`src/rtl/decode_stage.sv`:
```
// Registered RV32I/RV64I instruction decode stage with valid/ready handshakes and flush.
// Define DECODE_SKID_BUF_EN to add a one-entry skid buffer and a registered ready_o.

package core_pkg;
    parameter int unsigned Xlen = 64;

    typedef enum logic [1:0] { Add = 2'd0, Funct = 2'd1, Branch = 2'd2 } aluop_e;
    typedef enum logic [1:0] { JmpNone = 2'd0, Jal = 2'd1, Jalr = 2'd2 } jump_e;
    typedef enum logic [1:0] { MemNone = 2'd0, MemLoad = 2'd1, MemStore = 2'd2 } mem_e;
endpackage

module decode_stage
    import core_pkg::*;
#(
    parameter int unsigned Xlen = core_pkg::Xlen
) (
    input  logic            clk_i,
    input  logic            rst_ni,
    input  logic            flush_i,
    input  logic            valid_i,
    output logic            ready_o,
    input  logic [31:0]     instr_i,
    input  logic [Xlen-1:0] pc_i,
    output logic            valid_o,
    input  logic            ready_i,
    output logic [Xlen-1:0] pc_o,
    output logic [31:0]     instr_o,
    output logic [4:0]      rd_o,
    output logic [4:0]      rs1_o,
    output logic [4:0]      rs2_o,
    output logic [Xlen-1:0] imm_o,
    output logic [1:0]      aluop_o,
    output logic            alu_use_imm_o,
    output logic            reg_wb_o,
    output logic            reg_lui_o,
    output logic            is_auipc_o,
    output logic            branch_o,
    output logic            mem_to_reg_o,
    output logic [1:0]      jump_o,
    output logic [1:0]      mem_type_o,
    output logic            word_op_o,
    output logic            ecall_o,
    output logic            ebreak_o,
    output logic            illegal_o
);

    if (Xlen != 32 && Xlen != 64) begin : g_bad_xlen
        $error("decode_stage: Xlen must be 32 or 64");
    end

    localparam bit Rv64 = (Xlen == 64);

    localparam logic [6:0] OpcLoad     = 7'b0000011;
    localparam logic [6:0] OpcMiscMem  = 7'b0001111;
    localparam logic [6:0] OpcOpImm    = 7'b0010011;
    localparam logic [6:0] OpcAuipc    = 7'b0010111;
    localparam logic [6:0] OpcOpImm32  = 7'b0011011;
    localparam logic [6:0] OpcStore    = 7'b0100011;
    localparam logic [6:0] OpcOp       = 7'b0110011;
    localparam logic [6:0] OpcLui      = 7'b0110111;
    localparam logic [6:0] OpcOp32     = 7'b0111011;
    localparam logic [6:0] OpcBranch   = 7'b1100011;
    localparam logic [6:0] OpcJalr     = 7'b1100111;
    localparam logic [6:0] OpcJal      = 7'b1101111;
    localparam logic [6:0] OpcSystem   = 7'b1110011;

    typedef struct packed {
        logic [Xlen-1:0] pc;
        logic [31:0]     instr;
        logic [4:0]      rd;
        logic [4:0]      rs1;
        logic [4:0]      rs2;
        logic [Xlen-1:0] imm;
        aluop_e          aluop;
        logic            alu_use_imm;
        logic            reg_wb;
        logic            reg_lui;
        logic            is_auipc;
        logic            branch;
        logic            mem_to_reg;
        jump_e           jump;
        mem_e            mem_type;
        logic            word_op;
        logic            ecall;
        logic            ebreak;
        logic            illegal;
    } bundle_t;

    logic [Xlen-1:0] imm_i_fmt, imm_s_fmt, imm_b_fmt, imm_u_fmt, imm_j_fmt;
    logic [2:0]      funct3;
    logic            ill;
    bundle_t         dec;

    // Size casts of signed operands sign-extend from instr[31] to Xlen.
    assign imm_i_fmt = Xlen'($signed(instr_i[31:20]));
    assign imm_s_fmt = Xlen'($signed({instr_i[31:25], instr_i[11:7]}));
    assign imm_b_fmt = Xlen'($signed({instr_i[31], instr_i[7], instr_i[30:25], instr_i[11:8], 1'b0}));
    assign imm_u_fmt = Xlen'($signed({instr_i[31:12], 12'b0}));
    assign imm_j_fmt = Xlen'($signed({instr_i[31], instr_i[19:12], instr_i[20], instr_i[30:21], 1'b0}));
    assign funct3    = instr_i[14:12];

    always_comb begin
        // NOTE: every field gets a default first, so no path through the case can infer a latch.
        dec       = '0;
        ill       = 1'b0;
        dec.pc    = pc_i;
        dec.instr = instr_i;
        dec.rd    = instr_i[11:7];
        dec.rs1   = instr_i[19:15];
        dec.rs2   = instr_i[24:20];

        case (instr_i[6:0])
            OpcOp: begin
                dec.aluop  = Funct;
                dec.reg_wb = 1'b1;
            end
            OpcOpImm: begin
                dec.aluop       = Funct;
                dec.reg_wb      = 1'b1;
                dec.alu_use_imm = 1'b1;
                dec.imm         = imm_i_fmt;
            end
            OpcOp32: begin
                dec.aluop   = Funct;
                dec.reg_wb  = 1'b1;
                dec.word_op = 1'b1;
                ill         = !Rv64;
            end
            OpcOpImm32: begin
                dec.aluop       = Funct;
                dec.reg_wb      = 1'b1;
                dec.alu_use_imm = 1'b1;
                dec.imm         = imm_i_fmt;
                dec.word_op     = 1'b1;
                ill             = !Rv64;
            end
            OpcLoad: begin
                dec.mem_type   = MemLoad;
                dec.mem_to_reg = 1'b1;
                dec.reg_wb     = 1'b1;
                dec.imm        = imm_i_fmt;
                ill = (funct3 == 3'b111) || (!Rv64 && (funct3 == 3'b011 || funct3 == 3'b110));
            end
            OpcStore: begin
                dec.mem_type = MemStore;
                dec.imm      = imm_s_fmt;
                ill = funct3[2] || (!Rv64 && funct3 == 3'b011);
            end
            OpcBranch: begin
                dec.branch = 1'b1;
                dec.aluop  = Branch;
                dec.imm    = imm_b_fmt;
                ill = (funct3 == 3'b010) || (funct3 == 3'b011);
            end
            OpcJal: begin
                dec.reg_wb = 1'b1;
                dec.jump   = Jal;
                dec.imm    = imm_j_fmt;
            end
            OpcJalr: begin
                dec.reg_wb      = 1'b1;
                dec.jump        = Jalr;
                dec.imm         = imm_i_fmt;
                dec.alu_use_imm = 1'b1;
                ill             = (funct3 != 3'b000);
            end
            OpcLui: begin
                dec.reg_lui     = 1'b1;
                dec.reg_wb      = 1'b1;
                dec.imm         = imm_u_fmt;
                dec.alu_use_imm = 1'b1;
            end
            OpcAuipc: begin
                dec.is_auipc    = 1'b1;
                dec.reg_wb      = 1'b1;
                dec.imm         = imm_u_fmt;
                dec.alu_use_imm = 1'b1;
            end
            OpcMiscMem: ;
            OpcSystem: begin
                if (instr_i == 32'h0000_0073)      dec.ecall  = 1'b1;
                else if (instr_i == 32'h0010_0073) dec.ebreak = 1'b1;
                else                               ill        = 1'b1;
            end
            default: ill = 1'b1;
        endcase

        if (instr_i[1:0] != 2'b11) ill = 1'b1;

        // An illegal instruction must not write state or redirect; pc/instr still travel for the trap.
        if (ill) begin
            dec.reg_wb     = 1'b0;
            dec.branch     = 1'b0;
            dec.mem_to_reg = 1'b0;
            dec.word_op    = 1'b0;
            dec.ecall      = 1'b0;
            dec.ebreak     = 1'b0;
            dec.jump       = JmpNone;
            dec.mem_type   = MemNone;
            dec.imm        = '0;
        end
        dec.illegal = ill;
    end

    bundle_t out_q, out_d;
    logic    in_xfer, out_xfer;

    assign in_xfer  = valid_i && ready_o;
    assign out_xfer = valid_o && ready_i;

`ifdef DECODE_SKID_BUF_EN
    typedef enum logic [1:0] { Empty = 2'd0, One = 2'd1, Two = 2'd2 } state_e;

    state_e  state_q, state_d;
    bundle_t skid_q, skid_d;
    logic    ready_q, ready_d;

    always_comb begin
        state_d = state_q;
        out_d   = out_q;
        skid_d  = skid_q;
        if (flush_i) begin
            state_d = Empty;
        end else begin
            case (state_q)
                Empty: begin
                    if (in_xfer) begin
                        out_d   = dec;
                        state_d = One;
                    end
                end
                One: begin
                    if (in_xfer && out_xfer) begin
                        out_d = dec;
                    end else if (in_xfer) begin
                        skid_d  = dec;
                        state_d = Two;
                    end else if (out_xfer) begin
                        state_d = Empty;
                    end
                end
                Two: begin
                    if (out_xfer) begin
                        out_d   = skid_q;
                        state_d = One;
                    end
                end
                default: state_d = Empty;
            endcase
        end
        ready_d = (state_d != Two);
    end

    // NOTE: payload flops are reset as well, because outputs must read 0 straight out of reset.
    always_ff @(posedge clk_i or negedge rst_ni) begin
        if (!rst_ni) begin
            state_q <= Empty;
            ready_q <= 1'b1;
            out_q   <= '0;
            skid_q  <= '0;
        end else begin
            state_q <= state_d;
            ready_q <= ready_d;
            out_q   <= out_d;
            skid_q  <= skid_d;
        end
    end

    assign valid_o = (state_q != Empty);
    assign ready_o = ready_q;
`else
    logic valid_q, valid_d;

    always_comb begin
        valid_d = valid_q;
        out_d   = out_q;
        if (flush_i) begin
            valid_d = 1'b0;
        end else if (in_xfer) begin
            out_d   = dec;
            valid_d = 1'b1;
        end else if (out_xfer) begin
            valid_d = 1'b0;
        end
    end

    // NOTE: payload flops are reset as well, because outputs must read 0 straight out of reset.
    always_ff @(posedge clk_i or negedge rst_ni) begin
        if (!rst_ni) begin
            valid_q <= 1'b0;
            out_q   <= '0;
        end else begin
            valid_q <= valid_d;
            out_q   <= out_d;
        end
    end

    assign valid_o = valid_q;
    assign ready_o = !valid_q || ready_i;
`endif

    assign pc_o          = out_q.pc;
    assign instr_o       = out_q.instr;
    assign rd_o          = out_q.rd;
    assign rs1_o         = out_q.rs1;
    assign rs2_o         = out_q.rs2;
    assign imm_o         = out_q.imm;
    assign aluop_o       = out_q.aluop;
    assign alu_use_imm_o = out_q.alu_use_imm;
    assign reg_wb_o      = out_q.reg_wb;
    assign reg_lui_o     = out_q.reg_lui;
    assign is_auipc_o    = out_q.is_auipc;
    assign branch_o      = out_q.branch;
    assign mem_to_reg_o  = out_q.mem_to_reg;
    assign jump_o        = out_q.jump;
    assign mem_type_o    = out_q.mem_type;
    assign word_op_o     = out_q.word_op;
    assign ecall_o       = out_q.ecall;
    assign ebreak_o      = out_q.ebreak;
    assign illegal_o     = out_q.illegal;

endmodule

```
`config.mk`:
```
export PLATFORM = sky130hd
export DESIGN_NAME = decode_stage
export DESIGN_NICKNAME = d
export VERILOG_FILES = /design/src/rtl/decode_stage.sv
export SDC_FILE = /design/constraint.sdc
export NUM_CORES = 1
export LEC_CHECK = 0
export CORE_ASPECT_RATIO = 1.5
export CORE_UTILIZATION = 42
export CTS_CLUSTER_DIAMETER = 200
export DETAILED_ROUTE_END_ITERATION = 8
export PLACE_DENSITY = 0.89
export SLEW_MARGIN = 10
export SYNTH_ARGS = -nofsm -noshare
export SYNTH_HDL_FRONTEND = slang
export SYNTH_SLANG_ARGS = --single-unit
```
`constraint.sdc`:
```
create_clock -name clk_i -period 1.9 [get_ports clk_i]
set_input_delay 0.38 -clock clk_i [delete_from_list [all_inputs] [get_ports clk_i]]
set_output_delay 0.38 -clock clk_i [all_outputs]
set_load 0.01 [all_outputs]
```
# == After elaboration in Yosys (flattened, before gate mapping) ==
# Index checks and enable logic that the tools add are counted.
# op_classes
n_addsub,0
reduce_logical,15
mul,0
n_eq_ne,19
div_mod_pow,0
n_mux,25
bitwise_logic,1
n_lt_le_gt_ge,0
n_shift,0
# op_table
op,count
$pmux W64 S5,1
$mux W64,1
$eq A32 B21 Y1 const B,1
$eq A32 B7 Y1 const B,1
$eq A7 B6 Y1 const B,4
$eq A7 B7 Y1 const B,4
$eq A7 B5 Y1 const B,3
$mux W1,17
$pmux W2 S2,3
$mux W9,1
$reduce_or A9 Y1,1
$reduce_or A4 Y1,2
$reduce_or A8 Y1,1
$eq A7 B2 Y1 const B,1
$eq A7 B4 Y1 const B,1
$eq A3 B2 Y1 const B,2
$pmux W1 S6,1
$reduce_bool A3 Y1,2
$reduce_or A5 Y1,1
$reduce_or A2 Y1,2
$eq A3 B3 Y1 const B,1
$logic_and A1 B1 Y1,2
$logic_or A1 B1 Y1,2
$mux W2,1
4 further kinds,4
# totals
reg_bits,192
memories,0
ramBits,0
mem_bits_ro,0
out_inout_bits,193
in_bits,101
word_cells,80
latchBits,0

# == Logic depth before layout (Yosys ltp) ==
# Gate-level depths: netlist of the first run.
# logic_depth
depth_word,6
ltp_mapped,8
mapped_depth_nobuf,6

# == Worst setup path after synthesis of the first run ==
# Ideal clock, no wire load.
# synth_path
path_kind,in2reg
startpoint,input instr_i[2]
endpoint,"register out_q, in the netlist imm_o[10]"
arrival_ps,1784
path_slack_ps,48
required_ps,1833
path_buffers,3
setup_ps,67
cell_stages,8
cell_sequence,buf_2 -> or3b_1 -> o211a_1 -> a211oi_2 -> and3_1 -> buf_4 -> buf_6 -> a32o_1
# synth_via
elab_chain_cells,6
elab_cells_between_ends,24
classes_between,eq/ne: 15; mux: 6; reduce/logical: 3
# synth_rtl
element,line_no,source
from (decl),22,"input logic [31:0] instr_i,"
$eq A32 B21 Y1,182,else if (instr_i == 32'h0010_0073) dec.ebreak = 1'b1;
$mux W1,182,
$mux W1,181,if (instr_i == 32'h0000_0073) dec.ecall = 1'b1;
$pmux W1 S6,112,case (instr_i[6:0])
$mux W1,188,if (instr_i[1:0] != 2'b11) ill = 1'b1;
$mux W64 (*),191,if (ill) begin
to (signal assigned),294,out_q <= out_d;
to (decl),205,"bundle_t out_q, out_d;"
# Every way passes the cells marked *; elsewhere a longest branch is shown, timed or not.
# A chain may end at the register's enable or synchronous reset.

# == Final worst setup path of the first run ==
# layout_path
startpoint,input instr_i[24]
endpoint,"register out_q, in the netlist ecall_o"
# layout_via
elab_chain_cells,6
elab_cells_between_ends,9
classes_between,eq/ne: 2; mux: 7
# layout_rtl
element,line_no
$eq A32 B21 Y1,182
$mux W1,182
$mux W1,181
$pmux W1 S6,112
$mux W1,188
$mux W9 (*),191
# Marked as above.

==> results of run 1 <==
[worst reg2reg max path, stage by stage, from the launching register on]
cell	delay, ps
dfrtp_1	380
nor2b_2	180
inv_1	100
nand3b_1	190
nor2_1	170
nand4_1	290
buf_6	260
o21ai_2	150
[cells by family after synthesis]
family	count (synthesis)	share of synthesized area (%)
muxes	2	0.3359
buffers and inverters	90	8.497
DFF	145	57.30
AOI/OAI and AO/OA	89	9.267
and+or+nand+nor	380	24.60
[cell usage in the layout (no fill, tap or decap), types with 5 or more instances in the layout]
cell type        synthesis  final
nand2_1                323    323
clkdlybuf4s50_1          0    253
dfrtp_1                145    145
buf_4                   48     71
dlygate4sd2_1            0     35
a21oi_1                 23     23
o21ai_1                 23     18
clkbuf_16                0     17
nor2_1                  14     13
a32o_1                  10     10
buf_12                   0     10
o21ai_0                  7      7
nand2b_1                 5      5
o21ai_2                  0      5
a22o_1                   5      5
buf_6                    1      5
[metal layers]
metal	share of wire, %	wire (um)	GRT usage, %
met5	0	0	0
met4	5.7	1234	16.73
met3	5.9	1268	6.330
met2	52	11200	48.99
met1	36	7783	32.24
[report_power, final]
group	leakage (nW)	switching, mW	internal [mW]
Sequential	1.87	0.182	3.39
Clock	0.277	1.27	1.98
Combinational	2.88	0.843	1.05
[flip-flops by register name (all words and copies together), names as in the netlist, 2 cells and up]
signal,cells
jump_o,2
instr_o,32
pc_o,64
imm_o,32
aluop_o,2
mem_type_o,2
[timing repair]
action / in CTS / in global routing
hold buffers: 1 / 0
resized for setup: 38 / 22
gates cloned: 1 / 2
endpoints found under the hold margin: 47 / 0
endpoints found under the setup margin: 55 / 39
pin swaps: 0 / 2
[worst min path at each step]
stage,startpoint,end,slack (ps),cells past startpoint
final,instr_i[6],instr_o[6]$_DFFE_PN0P_,420,4
after global routing,instr_i[6],instr_o[6]$_DFFE_PN0P_,450,4
after CTS,pc_o[25]$_DFFE_PN0P_,pc_o[25]$_DFFE_PN0P_,480,2
after detailed placement,rst_ni,pc_o[47]$_DFFE_PN0P_,360,1
after global placement,rst_ni,pc_o[47]$_DFFE_PN0P_,350,1
after floorplan,rst_ni,alu_use_imm_o$_DFFE_PN0P_,80,0
[final cells by class]
class                   instances  area, um2  area share [%]
inverters                       2      7.507         0.07221
flip-flops and latches        145       3628           34.90
repair buffers                380       3721           35.79
multi-input cells             471       2222           21.37
clock buffers                  20      456.7           4.393
clock inverters                10      112.6           1.083
well taps                     196      245.2           2.359
diodes                          1      2.502         0.02407
[per-stage QoR]
stage	worst slack [ps]	hold WS, ps	cells	util, %
after detailed placement	-590.3	361.5	1190	66.39
after CTS	6.127	475.7	1222	70.33
final	74.45	420.7	1225	70.91
after global placement	-516.4	352.6	1190	66.39
after global routing	-9.451	454.1	1225	70.91
after floorplan	48.20	84.41	706	-
==> results_dict.tcl, run 1 <==
set metrics [dict create \
    postPlaceCellArea_um2 9734 \
    cp_max_fo 3 \
    synth_top_area_share_pct 57.30 \
    status "complete, no violations" \
    grt_use_total_pct 28.72 \
    fmax_mhz 547.8 \
    power_density_nw_per_um2 839.6 \
    r2r_setup_slack_ps 130 \
    drt_first_pass_iters 4 \
    cts.sinks 145 \
    reg2reg_depth 7 \
    synth_warnings 0 \
    vdd_ir_drop_max_v 0.0004794 \
    total_power_mw 8.729 \
    initial_core_util_pct 43.19 \
    max_stage_delay_ps 460 \
    fin_area_um2 10400 \
    synth_cell_type_count 48 \
    finalHoldViolations 0 \
    cp_data_arrival_time_ps 2110 \
    netlist_area_um2 6332 \
    fill_cells 1133 \
    ys_ff_latch 145 \
    critPathTopFamily "simple AND/OR/NAND/NOR gates" \
    gr-total-overflow 0 \
    synth_common_cells "nand2_1, dfrtp_1, buf_4, clkbuf_1" \
    critPathLaunchType "input pin" \
    crit_buf_inv 2 \
    synth.net_count 807 \
    fin_crit_sh_pct 96.08 \
    place.gp.congestion 0.9218 \
    syn-mean-instance-area_um2 8.969 \
    skew_ps 13.82 \
    wl_per_cell_um 17.54 \
    synthCells 706 \
    post_cts_buffers 0 \
    tightest_slew_ps 541.3 \
    synth_edf_count 0 \
    cp.required_ps 2190 \
    grt_start_max_net_pins 50 \
    drt-total-wl_um 21480 \
    cp-endpoint "ecall_o$_DFFE_PN0P_" \
    setup_viol 0 \
    synthToLayoutAreaGrowth_pct 64.18 \
    maxCapViolCount 0 \
    synthFlopType "dfrtp_1" \
    vias 6216 \
    ys_top_cells_by_area "dfrtp_1, nand2_1, buf_4" \
    synthMostInstantiatedCell "nand2_1" \
    finalCriticalPeriod_ps 1826 \
    worstReg2RegEnd "imm_o[12]$_DFFE_PN0P_" \
    ios 294 \
    slew_headroom_pct 63.84 \
    r2r-start "valid_o$_DFFE_PN0P_" \
    grt_pass1_wl_um 33840 \
    drc 0 \
    core-area_um2 14660 \
    vias_per_cell 5.074 \
    hpwl_um 16190 \
    antenna_found_initial 1 \
    clockBufferDepth 2 \
    grt_pass1_vias 6415 \
    p_leak_nw 5.026 \
    ctsHtreeMaxLevel 4 \
    drt_iter0_drc 256 \
    cts_buffers 17 \
    crit_cells 6 \
    antenna_left 0 \
    fp.dieH_um 152.4 \
    path_clk_slew_ps 60 \
    die_area_um2 15580 \
    synth_async_sr_flop_share_pct 100.0 \
    root_buffer "clkbuf_16" \
    yosysTopAreaCell "dfrtp_1" \
    end_kind "register" \
    ys_seq_area_share_pct 57.30 \
    clock_latency_ps 410 \
    crit_chain "clkdlybuf4s50_1, nor4_2, buf_4, and4_1, nand3_1, o41ai_1" \
    crit_path_start "instr_i[24]" \
    fin_tns_setup_ps 0 \
    drive_above_1_share_pct 12.74 \
    numPortBuffers 293 \
    cts_tree "yes" \
    fin_nets 1118 \
    crit_type "in -> reg" \
    hp-class "in -> reg" \
    final_max_slew_viol_count 0 \
    die_w_um 102.3 \
    num_rows 54 \
    slowest_stage "clkdlybuf4s50_1" \
]
(Power assumes the default switching activity.)
==> run 2, diff against run 1 <==
- CORE_UTILIZATION: 42 -> 30
- PLACE_DENSITY: 0.89 -> 0.69
- SKIP_LAST_GASP: unset -> 1
==> results_dict.tcl, run 2 (synthesis gave the netlist of run 1 again) <==
set metrics [dict create \
    status "complete, no violations" \
    gr-total-overflow 0 \
    finalCriticalPeriod_ps 1819 \
    crit_type "in -> reg" \
    root_buffer "clkbuf_16" \
    power_density_nw_per_um2 849.8 \
    drive_above_1_share_pct 13.30 \
    vias 5967 \
    drt_first_pass_iters 4 \
    p_leak_nw 5.544 \
    synthToLayoutAreaGrowth_pct 68.96 \
    postPlaceCellArea_um2 9920 \
    drc 0 \
    numPortBuffers 293 \
    ctsHtreeMaxLevel 4 \
    fp.dieH_um 179.9 \
    hpwl_um 16000 \
    grt_pass1_vias 6017 \
    cts.sinks 145 \
    die_area_um2 21700 \
    fin_area_um2 10700 \
    tightest_slew_ps 553.4 \
    cp.required_ps 2240 \
    ios 294 \
    grt_start_max_net_pins 50 \
    finalHoldViolations 0 \
    preCtsSetupSlack_ps -484.5 \
    whs_ps 439.6 \
    crit_chain "clkdlybuf4s50_1, or3b_1, o211a_1, a211oi_2, nand4_1, buf_6, o21ai_1" \
    skew_ps 6.285 \
    end_kind "register" \
    drt-total-wl_um 21470 \
    initial_core_util_pct 30.77 \
    fin_nets 1133 \
    highest_layer "met4" \
    critPathLaunchType "input pin" \
    final_max_slew_viol_count 0 \
    max_stage_delay_ps 500 \
    core-area_um2 20580 \
    cp_data_arrival_time_ps 2160 \
    largest_reg_flops 64 \
    antenna_found_initial 2 \
    num_rows 64 \
    slowest_stage "clkdlybuf4s50_1" \
    layout_setup_ws_ps 81.14 \
    grt_pass1_wl_um 33510 \
    fill_cells 1851 \
    path_clk_slew_ps 60 \
    wl_met3_um 1289 \
    cts_tree "yes" \
    cp_max_fo 23 \
    wl_met1_um 8466 \
    hp-class "in -> async" \
    vdd_ir_drop_max_v 0.0005619 \
    layout_common_cells "nand2_1, clkdlybuf4s50_1, dfrtp_1" \
    grt_use_total_pct 20.20 \
    wl_per_cell_um 16.38 \
    clock_latency_ps 420 \
    place.gp.congestion 0.8840 \
    wl_met2_um 10630 \
    die_w_um 120.6 \
    maxCapViolCount 0 \
    drt_iter0_drc 295 \
    rsz0062_at_grt "no" \
    vias_per_cell 4.551 \
    cts_buffers 17 \
    mostFrequentLayoutCell "nand2_1" \
    fin_crit_sh_pct 95.73 \
    multi_input_area_um2 2173 \
    setup_viol 0 \
    clockBufferDepth 2 \
    fmax_mhz 549.8 \
    crit_buf_inv 2 \
    slew_headroom_pct 63.11 \
    critPathTopFamily "buffers and inverters" \
    regArea_um2 3630 \
    antenna_left 0 \
]
-- run 2: repair_timing --
item / 4_1_cts / 5_1_grt
endpoints found under the setup margin: 55 / 70
gates cloned: 0 / 1
hold buffers: 1 / 0
endpoints found under the hold margin: 34 / 0
resized for setup: 5 / 36
setup buffers: 1 / 1
-- run 2: per-stage QoR --
step	power, mW	util, %	TNS (ps)	instances
floorplan	4.263	-	0	706
global placement	5.504	48.20	-23780	1273
detailed placement	5.531	48.20	-25150	1273
CTS	9.206	51.37	-2095	1307
global route	9.509	51.98	0	1310
finish	9.092	51.99	0	1311
-- run 2: worst register-to-register path: stages, from the launching register on --
cell and delay, ps:
dfrtp_1 380, nor2b_1 140, inv_1 70, nand3b_1 290
nor2_1 200, nand4_1 160, buf_6 220, o21ai_1 160
-- run 2: report_power, final --
| part | switching [mW] | internal (mW) |
|---|---|---|
| registers | 0.174 | 3.39 |
| logic | 0.829 | 1.07 |
| clock network | 1.36 | 2.27 |
| total | 2.36 | 6.73 |
-- run 2: path summary, 6_finish.rpt --
| check | from | to | slack [ps] | depth (start not counted) |
|---|---|---|---|---|
| min in group clk_i | pc_o[21]$_DFFE_PN0P_ | pc_o[21]$_DFFE_PN0P_ | 470 | 2 |
| max in group asynchronous | rst_ni | pc_o[54]$_DFFE_PN0P_ | 890 | 3 |
| worst max-delay path | instr_i[5] | imm_o[19]$_DFFE_PN0P_ | 80 | 7 |
| worst min-delay path | rst_ni | pc_o[47]$_DFFE_PN0P_ | 440 | 2 |
| worst min register to register | pc_o[21]$_DFFE_PN0P_ | pc_o[21]$_DFFE_PN0P_ | 470 | 2 |
| worst max register to register | valid_o$_DFFE_PN0P_ | imm_o[19]$_DFFE_PN0P_ | 200 | 7 |
-- run 2: metal layers --
layer  up-vias  track usage (%)
li1       2901                -
met1      2801            23.47
met2       210            33.98
met3        55            3.871
met4         0            12.44
met5         -                0
-- run 2: layout make-up --
type / count / area share (%)
multi-input cells: 471 / 20.31
clock buffers: 19 / 4.233
well taps: 264 / 3.087
diodes: 2 / 0.04678
inverters: 2 / 0.07017
repair buffers: 395 / 36.60
clock inverters: 13 / 1.719
flip-flops and latches: 145 / 33.93
==> run 3, diff against run 2 <==
- CELL_PAD_IN_SITES_DETAIL_PLACEMENT: unset -> 0
- CELL_PAD_IN_SITES_GLOBAL_PLACEMENT: unset -> 1
- PLACE_DENSITY: 0.69 -> 0.89
==> results_dict.tcl, run 3 (synthesis gave the netlist of run 1 again) <==
set metrics [dict create \
    num_rows 64 \
    ios 294 \
    postPlaceCellArea_um2 9874 \
    status "complete, no violations" \
    maxCapViolCount 0 \
    setup_viol 0 \
    layout_common_cells "nand2_1, clkdlybuf4s50_1, dfrtp_1" \
    synthToLayoutAreaGrowth_pct 68.07 \
    ctsHtreeMaxLevel 4 \
    worstReg2RegEnd "reg_lui_o$_DFFE_PN0P_" \
    antenna_found_initial 3 \
    vias 6123 \
    numPortBuffers 293 \
    wl_per_cell_um 17.10 \
    final_max_slew_viol_count 0 \
    fin_nets 1131 \
    drt_iter0_drc 237 \
    root_buffer "clkbuf_16" \
    die_area_um2 21700 \
    drt-total-wl_um 22400 \
    mostFrequentLayoutCell "nand2_1" \
    fin_crit_sh_pct 95.42 \
    r2r_setup_slack_ps 170 \
    tightest_slew_ps 547.2 \
    initial_core_util_pct 30.77 \
    cp_data_arrival_time_ps 1430 \
    fin_cells 1310 \
    reg2reg_depth 7 \
    gr-total-overflow 0 \
    core-area_um2 20580 \
    fin_tns_setup_ps 0 \
    cp.required_ps 1520 \
    crit_type "reg -> out" \
    preCtsSetupSlack_ps -584.9 \
    drt_first_pass_iters 5 \
    fmax_mhz 551.6 \
    post-route-util_pct 51.71 \
    vias_per_cell 4.674 \
    slew_headroom_pct 63.39 \
    fill_cells 1904 \
    dp_cells 1267 \
    finalHoldViolations 0 \
    place.gp.congestion 0.8711 \
    critPathLaunchType "register" \
    grt_start_max_net_pins 45 \
    power_density_nw_per_um2 819.6 \
    cts_tree "yes" \
    die_w_um 120.6 \
    layout_setup_ws_ps 87.09 \
    fin_area_um2 10640 \
    clockBufferDepth 2 \
    skew_ps 8.185 \
    grt_pass1_wl_um 33950 \
    fp.dieH_um 179.9 \
    grt_pass1_vias 5919 \
    hp-class "in -> async" \
    rsz0062_at_grt "no" \
    whs_ps 470.0 \
    vdd_ir_drop_max_v 0.0005379 \
    finalCriticalPeriod_ps 1813 \
    cp_max_fo 16 \
    antenna_left 0 \
    p_leak_nw 5.124 \
    largest_reg_flops 64 \
    cts_buffers 17 \
    end_kind "output pin" \
    r2r-start "valid_o$_DFFE_PN0P_" \
    grt_use_total_pct 20.77 \
    hpwl_um 16730 \
    drc 0 \
    total_power_mw 8.722 \
    drive_above_1_share_pct 15.05 \
    path_clk_slew_ps 60 \
    clock_latency_ps 420 \
    cts.sinks 145 \
]
[run 3: changes by cell type in the layout (fill, tap and decap cells not counted), moves of 5 or more]
cell / previous run / this run
buf_4: 90 / 83
clkinvlp_4: 0 / 5
dlygate4sd2_1: 4 / 36
dlymetal6s2s_1: 34 / 3
o21ai_1: 23 / 7
o21ai_2: 0 / 17
[run 3: routing by layer]
metal  vias up  routed length, um  GRT usage (%)
met4         0                686          9.037
met1      2988               8589          23.81
met5         -                  0              0
met2       199              12010          36.57
met3        34               1115          4.600
li1       2902                  -              -
[run 3: power breakdown]
part / switching [mW] / internal [mW] / leakage, nW
registers: 0.186 / 3.39 / 1.86
logic: 0.842 / 1.06 / 2.99
clock network: 1.32 / 1.92 / 0.270
[run 3: critical path, cell delays in order (launching register included)]
cell and delay (ps):
dfrtp_2 440, bufbuf_16 280, dlygate4sd2_1 280
[run 3: repair_timing]
item	in CTS	in global routing
setup buffers	0	3
setup endpoints to repair	71	40
cloned	1	3
pin swaps	0	3
endpoints found under the hold margin	38	0
gates resized for setup	39	28
hold buffers	1	0
[run 3: how the worst max path moves through the flow]
stage	from	endpoint	slack, ps	depth (start not counted)
6_report	imm_o[62]$_DFFE_PN0P_	imm_o[46]	90	2
5_1_grt	instr_i[4]	imm_o[24]$_DFFE_PN0P_	1	8
4_1_cts	imm_o[62]$_DFFE_PN0P_	imm_o[31]	-20	2
3_5_place_dp	instr_i[2]	imm_o[29]$_DFFE_PN0P_	-580	7
3_3_place_gp	instr_i[5]	imm_o[8]$_DFFE_PN0P_	-510	7
2_1_floorplan	instr_i[2]	imm_o[10]$_DFFE_PN0P_	50	8
[run 3: cell type report]
cell class	instances	area (um2)	share of cell area [%]
timing repair buffer	393	3846	36.14
sequential	145	3630	34.11
multi-input combinational	471	2251	21.15
clock buffer	17	425.4	3.997
tap	264	330.3	3.104
clock inverter	15	145.1	1.364
inverter	2	7.507	0.07054
antenna	3	7.507	0.07054
